<file path="src/rtl/sar_search_4b_if.sv">
// Comparator-side bundle for the 4-bit successive-approximation search.
// SAR_ITER_COUNT_EN adds the iters count of the last search.
interface sar_search_4b_if;
   logic       start;
   logic       greater;
   logic       lesser;
   logic       equal;
   logic [3:0] guess;
   logic       busy;
   logic       done;
   logic [3:0] result;
   logic       found;
   logic       err;
`ifdef SAR_ITER_COUNT_EN
   logic [2:0] iters;

   modport master (
      output start, greater, lesser, equal,
      input  guess, busy, done, result, found, err, iters
   );
   modport slave (
      input  start, greater, lesser, equal,
      output guess, busy, done, result, found, err, iters
   );
`else
   modport master (
      output start, greater, lesser, equal,
      input  guess, busy, done, result, found, err
   );
   modport slave (
      input  start, greater, lesser, equal,
      output guess, busy, done, result, found, err
   );
`endif
endinterface

</file>
<file path="src/rtl/sar_search_4b.sv">
// Binary search of a 4-bit target driven by an external comparator.
// SAR_ITER_COUNT_EN adds the iters output (COMPARE cycles of last search).
module sar_search_4b (
   input  logic          clk,
   input  logic          rst,
   sar_search_4b_if.slave bus
);
   typedef enum logic [1:0] {IDLE, COMPARE, DONE} state_t;

   state_t     state, state_n;
   logic [3:0] lo, lo_n;
   logic [3:0] hi, hi_n;
   logic [3:0] guess, guess_n;
   logic [3:0] result, result_n;
   logic       found, found_n;
   logic       err, err_n;
   logic [4:0] lo_g;
   logic [3:0] gm1;
   logic       flags_ok;

   // lo_g is 5 bits so that a greater at guess 15 overflows to 16
   assign lo_g     = {1'b0, guess} + 5'd1;
   assign gm1      = guess - 4'd1;
   assign flags_ok = $onehot({bus.greater, bus.lesser, bus.equal});

`ifdef SAR_ITER_COUNT_EN
   logic [2:0] iters, iters_n;
   assign bus.iters = iters;
`endif

   always_ff @(posedge clk or posedge rst) begin
      if (rst) begin
         state  <= IDLE;
         lo     <= 4'd0;
         hi     <= 4'd15;
         guess  <= 4'd0;
         result <= 4'd0;
         found  <= 1'b0;
         err    <= 1'b0;
`ifdef SAR_ITER_COUNT_EN
         iters  <= 3'd0;
`endif
      end else begin
         state  <= state_n;
         lo     <= lo_n;
         hi     <= hi_n;
         guess  <= guess_n;
         result <= result_n;
         found  <= found_n;
         err    <= err_n;
`ifdef SAR_ITER_COUNT_EN
         iters  <= iters_n;
`endif
      end
   end

   always_comb begin
      state_n  = state;
      lo_n     = lo;
      hi_n     = hi;
      guess_n  = guess;
      result_n = result;
      found_n  = found;
      err_n    = err;
`ifdef SAR_ITER_COUNT_EN
      iters_n  = iters;
`endif
      case (state)
         IDLE: begin
            if (bus.start) begin
               state_n  = COMPARE;
               lo_n     = 4'd0;
               hi_n     = 4'd15;
               guess_n  = 4'd7;
               result_n = 4'd0;
               found_n  = 1'b0;
               err_n    = 1'b0;
`ifdef SAR_ITER_COUNT_EN
               iters_n  = 3'd0;
`endif
            end
         end
         COMPARE: begin
`ifdef SAR_ITER_COUNT_EN
            iters_n = iters + 3'd1;
`endif
            if (!flags_ok) begin
               state_n = DONE;
               err_n   = 1'b1;
               found_n = 1'b0;
            end else begin
               unique case (1'b1)
                  bus.equal: begin
                     state_n  = DONE;
                     result_n = guess;
                     found_n  = 1'b1;
                     err_n    = 1'b0;
                  end
                  bus.greater: begin
                     if (lo_g > {1'b0, hi}) begin
                        state_n = DONE;
                        err_n   = 1'b1;
                        found_n = 1'b0;
                     end else begin
                        lo_n    = lo_g[3:0];
                        guess_n = 4'((lo_g + {1'b0, hi}) >> 1);
                     end
                  end
                  bus.lesser: begin
                     if (guess == 4'd0 || gm1 < lo) begin
                        state_n = DONE;
                        err_n   = 1'b1;
                        found_n = 1'b0;
                     end else begin
                        hi_n    = gm1;
                        guess_n = 4'(({1'b0, lo} + {1'b0, gm1}) >> 1);
                     end
                  end
               endcase
            end
         end
         DONE:    state_n = IDLE;
         default: state_n = IDLE;
      endcase
   end

   assign bus.guess  = guess;
   assign bus.result = result;
   assign bus.found  = found;
   assign bus.err    = err;
   assign bus.busy   = (state == COMPARE);
   assign bus.done   = (state == DONE);
endmodule

</file>
<file path="src/flat_wrapper.sv">
// flat-port wrapper written by rule: the top's interface ports become plain ports
module sar_search_4b_flat 
  (clk, rst, bus_start, bus_greater, bus_lesser, bus_equal, bus_guess, bus_busy, bus_done, bus_result, bus_found, bus_err);
  sar_search_4b_if bus_i ();
  input  logic clk;
  input  logic rst;
  input wire logic [$bits(bus_i.start)-1:0] bus_start;
  input wire logic [$bits(bus_i.greater)-1:0] bus_greater;
  input wire logic [$bits(bus_i.lesser)-1:0] bus_lesser;
  input wire logic [$bits(bus_i.equal)-1:0] bus_equal;
  output wire logic [$bits(bus_i.guess)-1:0] bus_guess;
  output wire logic [$bits(bus_i.busy)-1:0] bus_busy;
  output wire logic [$bits(bus_i.done)-1:0] bus_done;
  output wire logic [$bits(bus_i.result)-1:0] bus_result;
  output wire logic [$bits(bus_i.found)-1:0] bus_found;
  output wire logic [$bits(bus_i.err)-1:0] bus_err;
  assign bus_i.start = bus_start;
  assign bus_i.greater = bus_greater;
  assign bus_i.lesser = bus_lesser;
  assign bus_i.equal = bus_equal;
  assign bus_guess = bus_i.guess;
  assign bus_busy = bus_i.busy;
  assign bus_done = bus_i.done;
  assign bus_result = bus_i.result;
  assign bus_found = bus_i.found;
  assign bus_err = bus_i.err;
  sar_search_4b u_core (.clk(clk), .rst(rst), .bus(bus_i));
endmodule
</file>
<file path="config.mk">
export PLATFORM = sky130hd
export DESIGN_NAME = sar_search_4b_flat
export DESIGN_NICKNAME = d
export VERILOG_FILES = /design/src/rtl/sar_search_4b_if.sv /design/src/rtl/sar_search_4b.sv /design/src/flat_wrapper.sv
export SDC_FILE = /design/constraint.sdc
export NUM_CORES = 1
export LEC_CHECK = 0
export CAP_MARGIN = 20
export CELL_PAD_IN_SITES_DETAIL_PLACEMENT = 1
export CELL_PAD_IN_SITES_GLOBAL_PLACEMENT = 2
export CORE_ASPECT_RATIO = 1.2
export CORE_MARGIN = 2
export CORE_UTILIZATION = 38
export DETAILED_ROUTE_END_ITERATION = 6
export PLACE_DENSITY = 0.83
export RECOVER_POWER = 100
export SYNTH_ARGS = -nofsm -noshare
export SYNTH_HDL_FRONTEND = slang
export SYNTH_SLANG_ARGS = --single-unit
</file>
<file path="constraint.sdc">
create_clock -name clk -period 5.2 [get_ports clk]
set_input_delay 1.3 -clock clk [delete_from_list [all_inputs] [get_ports clk]]
set_output_delay 1.3 -clock clk [all_outputs]
set_load 0.005 [all_outputs]
</file>
After elaboration in Yosys (flattened, before gate mapping) --
Cells that the tools add are included. W data, S select, Z words.
Operators by class: add/sub/neg operators 6, order comparisons 2, eq/ne operators 15, multiplexer cells 36, reduce and logical (&&, ||, !) cells 10
Operators with widths (number):
- $mux W4 | 14
- $pmux W4 S2 | 5
- $ne A2 B2 Y1 const B | 6
- $reduce_and A5 Y1 | 2
- $ne A3 B3 Y1 const B | 3
- $mux W2 | 4
- $ne A4 B4 Y1 const B | 2
- $reduce_and A4 Y1 | 2
- $mux W1 | 7
- $pmux W1 S3 | 2
- $pmux W2 S3 | 1
- $reduce_and A6 Y1 | 1
- $add A4 B1 Y5 const B | 1
- $add A4 B4 Y5 | 1
- $add A5 B4 Y5 | 1
- $gt A5 B4 Y1 | 1
- $eq A2 B1 Y1 const B | 2
- $logic_not A4 Y1 | 1
- $lt A4 B4 Y1 | 1
- $pmux W1 S2 | 2
- $pmux W2 S2 | 1
- $sub A4 B1 Y4 const B | 1
- $reduce_and A3 Y1 | 1
- $add A1 B1 Y2 | 1
- other kinds (6) | 6
Word-level totals: flip-flop bits (word level) 20, bits of input ports 6, output and inout port bits 12, logic and storage cells 76

Logic depth before layout (Yosys ltp) --
depth in word-level cells 7, mapped depth 9, gate-level depth less buffers 9

Worst setup path before layout --
Ideal clock, no wire load.
kind input port to flip-flop, start input bus_lesser, end register u_core.err, in the netlist u_core.bus.err, setup time 125 ps, data arrival time 3384 ps, required time 5075 ps, setup slack 1691 ps, stages 8, buffers on the path 1, path through clkbuf_1 -> inv_1 -> fa_1 -> nand4bb_1 -> nor4_1 -> a31oi_4 -> nand3b_2 -> mux2_4
Between the ends: cells in the longest elaborated chain, start to end 5, elaborated cells on any way between the ends 9, those cells by class add/sub (2); eq/ne (3); mux (3); reduce/logical (1)
Ends and longest elaborated chain:
- from (decl) | RTL line flat_wrapper.sv:9 | input wire logic [$bits(bus_i.lesser)-1:0] bus_lesser;
- $add A1 B1 Y2 (not written as such) | RTL line sar_search_4b.sv:24 | assign flags_ok = $onehot({bus.greater, bus.lesser, bus.equal});
- $add A2 B1 Y2 (not written as such) | RTL line sar_search_4b.sv:24
- $eq A2 B1 Y1 | RTL line sar_search_4b.sv:24
- $ne A4 B4 Y1 (no source line) / $mux W1 (equally long branches)
- $reduce_and A4 Y1 (no source line) / $pmux W1 S2 (equally long branches)
- to (signal assigned) | RTL line sar_search_4b.sv:50 | err <= err_n;
- to (decl) | RTL line sar_search_4b.sv:16 | logic err, err_n;
Parallel ways exist; a longest one is shown, timed or not. A chain may end at the register's enable or synchronous reset.

Worst setup path in the final report --
Same ends and word-level chain as after synthesis.

==> results.yml <==
run_status:
  outcome: "finished, final reports clean"
timing:
  worst_pin_slew_ps: 808
  setup_violations: 0
  slew_headroom_pct: 45.9
  timing.hold.ws_ps: 516
  finalHoldViolations: 0
  fin_ws_ps: 1080
  rsz0062_at_grt: "no"
  skew_ps: 7.57
  finalCriticalPeriod_ps: 4120
  fin_crit_sh_pct: 79.2
  slew_viol_final: 0
  fmax_mhz: 243
  fin_tns_setup_ps: 0
routing:
  routedWlPerCell_um: 19.1
  dr.first_iter.drc_count: 39
  dr_wl_met3_um: 87
  routed.top_layer: "met4"
  avgViaCountPerCell: 5.49
  postRouteAntennaNets: 0
  wl_met1_um: 1840
  first_pass_iters: 4
  routed_wl_um: 4500
  drc: 0
  routed-wl-met2_um: 2460
  vias: 1296
setup_path:
  path_max_fanout: 9
  reg2reg_from: "u_core.bus.guess[0]"
  startpoint_type: "primary input"
  crit_required_ps: 5350
  crit_path_start: "bus_lesser"
  cp.arrival_ps: 4270
  crit_path_end_kind: "flop"
  crit_type: "in2reg"
global_routing:
  antenna_found_initial: 0
  grt_util_all_layers_pct: 21.0
  grt_overflow: 0
  grt_max_degree: 21
  grt_pass1_wl_um: 7560
  grt_pass1_vias: 1485
cells_and_area:
  final_cells: 236
  finalNetCount: 209
  diodes: 0
  drive_gt1_share_pct: 11.0
  nFillCells: 497
  area_delta_synth_final_pct: 15.2
cts:
  h-tree-depth: 1
  clockBufferDepth: 2
  post_cts_buffers: 0
  cts-hold-fix-buffers: 0
  cts_resized: 0
  numClockSinks: 20
  clock_latency_ps: 270
  cts_buffers: 3
  path_clk_slew_ps: 70
  cts_tree: "yes"
  cts_root_buf: "clkbuf_8"
yosys:
  synth_edf_count: 0
  ys_seq_area_share_pct: 31.6
  async_reset_ff_share_pct: 100
  avgSynthCellArea_um2: 9.77
  syn_inst: 164
  syn-num-nets: 190
  syn-cell-area_um2: 1600
  synth-main-ff-cell: "dfrtp_1"
  ys_warn_count: 0
  synth.distinct_cells: 48
  ys_ff_latch: 20
power:
  vdd_drop_max_v: 0.000216
  swShare_pct: 43.9
  total_power_mw: 0.823
  p_seq_share_pct: 29.7
  power_leakage_nw: 0.856
  pwr-share-comb_pct: 55.2
  p_int_mw: 0.462
  power.density_nw_per_um2: 446
  p_clk_share_pct: 15.1
  power.switching_mw: 0.361
hold_path:
  min-delay-start: "u_core.bus.found"
  hold_path.class: "reg2reg"
floorplan:
  die_h_um: 75.1
  io_pins: 18
  rows: 25
  fp.dieArea_um2: 4750
  start_util_pct: 40.0
  core-area_um2: 4000
  die_width_um: 63.3
placed_design:
  pre_cts_slack_ps: 1010
  port_buffers: 17
  dp_cells: 232
  detailed_place_hpwl_um: 3660
  place_congestion: 0.832
run:
  maxCapViolCount: 0
-- synth_stat cells (all sizes together), types with 2 or more instances --
| cell type | instances | area (µm²) |
|---|---|---|
| o31ai | 2 | 15.0 |
| mux2i | 4 | 40.0 |
| ha | 17 | 213 |
| nor2 | 11 | 41.3 |
| nand2 | 6 | 22.5 |
| or3 | 3 | 28.8 |
| dfrtp | 16 | 400 |
| o21bai | 2 | 15.0 |
| xor2 | 4 | 35.0 |
| o21ai | 4 | 20.0 |
| nor3 | 3 | 15.0 |
| nand2b | 7 | 43.8 |
| a31o | 3 | 26.3 |
| nor2b | 8 | 50.1 |
| dfstp | 4 | 105 |
| a21oi | 9 | 48.8 |
| mux2 | 5 | 60.1 |
| and3 | 2 | 12.5 |
| inv | 18 | 67.6 |
| nand3 | 7 | 35.0 |
| a31oi | 2 | 27.5 |
| fa | 3 | 60.1 |
| buf | 2 | 22.5 |
| a32oi | 2 | 17.5 |
-- layout by cell type, fill, tap and decap left out, types with 2 or more instances in the layout --
master	n
dfstp_2	4
nand2_1	6
dfrtp_1	16
a31o_2	3
a21oi_1	8
nor2_1	11
mux2_2	4
nand2b_1	7
a31oi_1	2
a32oi_1	2
o31ai_1	2
fa_1	3
nand3_1	7
o21bai_1	2
ha_1	17
and3_1	2
mux2i_1	4
xor2_1	4
inv_1	18
o21ai_0	4
nor3_1	3
clkbuf_8	4
nor2b_1	8
dlygate4sd3_1	14
clkdlybuf4s50_1	3
or3_1	2
-- cell type report --
cell class / instances / area [µm²] / share of cell area [%]
Timing Repair Buffer: 17 / 170 / 9.23
Inverter: 18 / 67.6 / 3.66
Tap cell: 54 / 67.6 / 3.66
Clock buffer: 4 / 55.1 / 2.99
Sequential cell: 20 / 505 / 27.4
Multi-Input combinational cell: 123 / 978 / 53.1
-- routing by layer --
metal | global-route usage (%) | up-vias
met1 | 23.7 | 657
met2 | 41.7 | 24
li1 | - | 606
met4 | 7.73 | 0
met5 | 0 | -
met3 | 1.79 | 9
-- per-stage QoR --
| stage | cell area [µm²] | util, % |
|---|---|---|
| 6_report | 1840 | 46.1 |
| 3_3_place_gp | 1810 | 45.3 |
| 4_1_cts | 1870 | 46.7 |
| 5_1_grt | 1840 | 46.1 |
| 2_1_floorplan | 1600 | - |
| 3_5_place_dp | 1810 | 45.3 |
-- critical path: stages --
cell and delay, ps:
dlygate4sd3_1 740, inv_1 190, fa_1 590, nand4bb_1 210, nor4_1 90, a31oi_1 620
nand3b_2 180, mux2_1 350
-- state kept, by name (all words and copies together) (netlist names) --
register,cells
u_core.state,2
u_core.hi,4
u_core.bus.result,4
u_core.lo,4
u_core.bus.found,1
u_core.bus.guess,4
u_core.bus.err,1
-- path summary, 6_finish.rpt --
check,end,slack [ps],cells after the start
max in group asynchronous,u_core.bus.found,3110,2
worst min-delay path,u_core.bus.found,520,1
worst min register to register,u_core.bus.found,520,1
min in group asynchronous,u_core.bus.guess[0],1610,2
worst max-delay path,u_core.bus.err,1080,8
worst max register to register,u_core.bus.err,1750,8
-- logic make-up (layout without fill, tap and decap cells) --
family	Yosys count	count (layout)	share of synthesized area, %
compound gates	33	33	16.4
xor+xnor	5	5	2.73
flops	20	20	31.6
simple gates	56	56	20.2
fa+ha+maj	20	20	17.0
mux	9	9	6.25
buf+inv	21	39	5.86
-- power by group through the flow --
stage	Sequential, mW	Combinational, mW	Clock (mW)
finish	0.244	0.455	0.124
global route	0.250	0.501	0.132
CTS	0.245	0.479	0.126
detailed placement	0.248	0.474	0
global placement	0.245	0.456	0
floorplan	0.232	0.326	0
No activity file was read; power rests on OpenSTA's default activity.
